==> src/rtl/instruction_fetch_stage.sv <==
// Instruction fetch stage: program counter, synchronous-read imem requests,
// one-entry skid buffer for decode stalls, and the IF/ID pipeline register.
module instruction_fetch_stage #(
  parameter logic [31:0] RESET_PC = 32'h0000_0000,
  parameter logic [31:0] NOP_INST = 32'h0000_0013
) (
  input  logic        clock,
  input  logic        reset,
  input  logic        stall,
  input  logic        redirect_valid,
  input  logic [31:0] redirect_pc,
  output logic        imem_en,
  output logic [31:0] imem_addr,
  input  logic [31:0] imem_rdata,
  output logic [31:0] inst_out,
  output logic [31:0] pc_out,
  output logic        valid_out
);

  logic [31:0] pc_next;
  logic        req_v;
  logic [31:0] req_pc;
  logic        skid_v;
  logic [31:0] skid_inst;
  logic [31:0] skid_pc;

  // Request issue: a redirect always fetches its target, even under stall.
  always_comb begin
    imem_en   = !reset && (redirect_valid || !stall);
    imem_addr = redirect_valid ? {redirect_pc[31:2], 2'b00} : pc_next;
  end

  // Fetch address and outstanding-request tracking.
  always_ff @(posedge clock) begin
    if (reset) begin
      pc_next <= RESET_PC;
      req_v   <= 1'b0;
      req_pc  <= '0;
    end else if (imem_en) begin
      pc_next <= imem_addr + 32'd4;
      req_pc  <= imem_addr;
      req_v   <= 1'b1;
    end else begin
      req_v   <= 1'b0;
    end
  end

  // Skid buffer and IF/ID register; priority is reset > redirect > stall > run.
  // At most one response lands per stall because no request issues while
  // stalled, so a single skid entry is sufficient.
  always_ff @(posedge clock) begin
    if (reset) begin
      skid_v    <= 1'b0;
      skid_inst <= '0;
      skid_pc   <= '0;
      valid_out <= 1'b0;
      inst_out  <= NOP_INST;
      pc_out    <= '0;
    end else if (redirect_valid) begin
      skid_v    <= 1'b0;
      valid_out <= 1'b0;
      inst_out  <= NOP_INST;
    end else if (stall) begin
      if (req_v) begin
        skid_v    <= 1'b1;
        skid_inst <= imem_rdata;
        skid_pc   <= req_pc;
      end
    end else if (skid_v) begin
      skid_v    <= 1'b0;
      valid_out <= 1'b1;
      inst_out  <= skid_inst;
      pc_out    <= skid_pc;
    end else if (req_v) begin
      valid_out <= 1'b1;
      inst_out  <= imem_rdata;
      pc_out    <= req_pc;
    end else begin
      valid_out <= 1'b0;
      inst_out  <= NOP_INST;
    end
  end

endmodule

==> config.mk <==
export PLATFORM = sky130hd
export DESIGN_NAME = instruction_fetch_stage
export DESIGN_NICKNAME = d
export VERILOG_FILES = /design/src/rtl/instruction_fetch_stage.sv
export SDC_FILE = /design/constraint.sdc
export NUM_CORES = 1
export LEC_CHECK = 0
export CELL_PAD_IN_SITES_DETAIL_PLACEMENT = 1
export CELL_PAD_IN_SITES_GLOBAL_PLACEMENT = 2
export CORE_ASPECT_RATIO = 2
export CORE_UTILIZATION = 27
export CTS_CLUSTER_SIZE = 14
export DETAILED_ROUTE_END_ITERATION = 7
export GPL_TIMING_DRIVEN = 0
export PLACE_DENSITY = 0.78
export SETUP_SLACK_MARGIN = 0.02
export SLEW_MARGIN = 10
export SYNTH_ARGS = -nofsm -noshare
export SYNTH_HDL_FRONTEND = slang
export SYNTH_SLANG_ARGS = --single-unit
==> constraint.sdc <==
create_clock -name clock -period 3.15 [get_ports clock]
set_input_delay 0.63 -clock clock [delete_from_list [all_inputs] [get_ports clock]]
set_output_delay 0.63 -clock clock [all_outputs]
set_load 0.1 [all_outputs]
==> flow_summary_export.csv <==
group,metric,value,unit
setup_path,critPathTopFamily,"buffers and inverters",
route,detail-route-antenna-nets,0,
worst_hold_path,hold_depth,2,
power,power.total,5.96,mW
logic_synthesis,async_reset_ff_share,0,%
floorplan,die-height,250,µm
power,p_per_area,539,nW/µm²
clocking,cts_max_level,4,
global_route,grt_pass1_wl,45700,µm
worst_hold_path,hp-class,"flip-flop to flip-flop",
route,wl_per_cell,19.0,µm
sta,finalHoldViolCount,0,
sta,final_max_slew_viol_count,0,
clocking,cts_root_buffer,"clkbuf_16",
sta,fin_setup_tns,0,ps
logic_synthesis,ys_seq_elements,193,
setup_path,r2r_end,"pc_next[23]$_SDFFE_PP0P_",
outcome,outcome,"finished, final reports clean",
logic_synthesis,ys.flop_type,"dfxtp_1",
sta,tightest_slew,1040,ps
floorplan,fp-row-count,90,
cells_and_area,drive_above_1_share,9.30,%
floorplan,io_pins,166,
logic_synthesis,synth_warnings,0,
flow_run,drv_cap,0,
floorplan,start_util,27.4,%
sta,finalCritPeriodShare,96.0,%
placement,gp_congestion,0.872,
setup_path,r2r_cells,5,
sta,max_slew_margin,30.4,%
global_route,grt_max_degree,17,
worst_hold_path,worstHoldStart,"skid_inst[15]$_SDFFE_PP0P_",
setup_path,path_class,"primary input to flip-flop",
floorplan,core-area,30200,µm²
clocking,clock_path_buffers,2,
logic_synthesis,avgSynthCellArea,8.38,µm²
route,dr.pass1.iters,4,
floorplan,die_area,31400,µm²
sta,timing.fmax,331,MHz
placement,portBuffers,162,
clocking,cts_num_sinks,193,
clocking,cts_tree,"yes",
cells_and_area,final_area,11100,µm²
power,ir_worst_vdd,0.000412,V
sta,period_needed,3030,ps
setup_path,cp.depth,13,
global_route,antenna_found_initial,0,
logic_synthesis,synthCells,987,
setup_path,r2r_slack,690,ps
route,dr_total_vias,7777,
sta,finalSetupViolations,0,
setup_path,required,3490,ps
worst_hold_path,holdPathEnd,"skid_inst[15]$_SDFFE_PP0P_",
logic_synthesis,syn_area,8270,µm²
placement,dpl.hpwl,23500,µm
setup_path,crit_chain,"clkbuf_4 > buf_6 > buf_6 > buf_8 > buf_12 > mux2_4 > ha_4 > nand4b_1 > a22oi_2 > buf_4 > nand4_1 > or3_1 > a32o_1",
sta,fin_skew,6.37,ps
global_route,grt_overflow,0,
setup_path,cp_common_cell,"buf_6",
global_route,grt_pass1_vias,8193,
setup_path,crit_slowest_cell,"or3_1",
logic_synthesis,yosysUniqueCellTypes,51,
logic_synthesis,seq_area_frac_synth,46.7,%
floorplan,fp.dieW,126,µm
setup_path,r2r-start,"pc_next[14]$_SDFFE_PP0P_",
power,power_leakage,3.92,nW
sta,setup_ws,125,ps
setup_path,end_kind,"flip-flop",
placement,place_ws,-1590,ps
route,drt_iter0_markers,285,
cells_and_area,diodes,0,
global_route,grt_use_total,19.3,%
clocking,insertion_delay,450,ps
cells_and_area,area_growth,33.6,%
placement,place_area,10400,µm²
route,totalWireLength,29500,µm
setup_path,critPathMaxFanout,10,
setup_path,arrival,3370,ps
route,post-route-drc-count,0,
clocking,cts_made_buffers,17,
setup_path,start_kind,"primary input",
logic_synthesis,synth-edff-count,0,
setup_path,slowest_delay,410,ps
clocking,holdBufCountCts,0,
sta,whs,457,ps
logic_synthesis,syn_nets,1056,
route,viasPerCell,5.01,
sta,rsz0062_at_grt,"false",
clocking,clk_pin_slew,70,ps
cells_and_area,final_nets,1239,
setup_path,path_buf_inv,6,
[worst max-delay path by stage]
stage | slack (ps) | end | startpoint
global placement | -1600 | imem_addr[18] | redirect_valid
finish | 120 | pc_next[24]$_SDFFE_PP0P_ | redirect_valid
CTS | 20 | pc_next[24]$_SDFFE_PP0P_ | redirect_valid
detailed placement | -1590 | imem_en | redirect_valid
floorplan | -30 | pc_next[24]$_SDFFE_PP0P_ | redirect_valid
global route | 40 | pc_next[24]$_SDFFE_PP0P_ | redirect_valid
[registers in the layout, summed over array words and instances, names as in the netlist]
name	flops
skid_inst	32
req_pc	30
skid_v	1
valid_out	1
pc_next	32
pc_out	32
req_v	1
skid_pc	32
inst_out	32
[worst min-delay path, stage by stage, from the launching register on]
cell,delay (ps)
dfxtp_1,310
nand2_1,50
a21oi_1,50
[timing repair]
| action | in CTS | in global routing |
|---|---|---|
| setup buffers | 2 | 1 |
| pin swaps | 1 | 1 |
| resized for setup | 143 | 4 |
| setup endpoints to repair | 61 | 13 |
[kinds of logic after synthesis]
kind of cell               Yosys count  share of synthesized area [%]
and+or+nand+nor                    377                           20.3
AOI/OAI and AO/OA                  248                           19.3
DFF                                193                           46.7
buffers and inverters               94                           4.64
muxes                               61                           7.53
xor gates and xnor gates            13                           1.38
adders and majority gates            1                          0.151
[layout by cell type (no fill, tap or decap), types with 9 or more instances in the layout]
cell,netlist,layout
a211oi_1,33,33
a21oi_1,96,96
a22o_1,16,16
a22oi_1,32,32
buf_1,9,9
buf_2,7,11
clkbuf_1,52,51
clkbuf_16,0,17
clkdlybuf4s15_2,0,14
clkdlybuf4s50_1,0,128
dfxtp_1,193,193
inv_1,21,20
mux2_2,10,9
mux2i_1,51,42
nand2_1,193,193
nand3_1,20,20
nand4_1,11,11
nor2_1,101,101
o21ai_0,33,32
xnor2_1,13,13
[routing by layer]
metal	global-route usage, %	part of all wire, %
met2	39.0	58
met4	9.71	3.5
met3	3.04	3.0
met1	18.1	36
met5	0	0
[synthesized netlist by cell type (7+ instances only)]
master | instances | share of area [%]
nor2_1 | 101 | 4.6
a22o_1 | 16 | 1.7
a21oi_1 | 96 | 5.8
nand2_1 | 193 | 8.8
buf_2 | 7 | 0.42
clkbuf_1 | 52 | 2.4
a22oi_1 | 32 | 2.9
xnor2_1 | 13 | 1.4
nand3_1 | 20 | 1.2
mux2_2 | 10 | 1.4
dfxtp_1 | 193 | 47
a211oi_1 | 33 | 3.0
o21ai_0 | 33 | 2.0
mux2i_1 | 51 | 6.2
buf_1 | 9 | 0.41
nand4_1 | 11 | 0.83
nand3b_1 | 8 | 0.73
inv_1 | 21 | 0.95
[through the flow]
step / utilization, % / cells
finish: 36.6 / 1551
global placement: 34.5 / 1517
CTS: 36.6 / 1550
floorplan: - / 987
global route: 36.6 / 1551
detailed placement: 34.5 / 1517
[where the power goes]
part / leakage [nW] / total (mW) / switching [mW] / internal (mW)
clock: 0.273 / 2.17 / 1.00 / 1.16
sequential: 1.57 / 2.62 / 0.0774 / 2.54
combinational: 2.08 / 1.17 / 0.846 / 0.329
[cell type report]
class                           count  area (µm²)
Clock inverter                     10         105
Sequential cell                   193        3860
Fill cell                        3555       19100
Buffer                             71         357
Multi-Input combinational cell    700        4110
Tap cell                          368         460
Inverter                           22        87.6
Timing Repair Buffer              165        1600
Clock buffer                       22         474
Note: power is estimated with default switching activity, not from simulation.
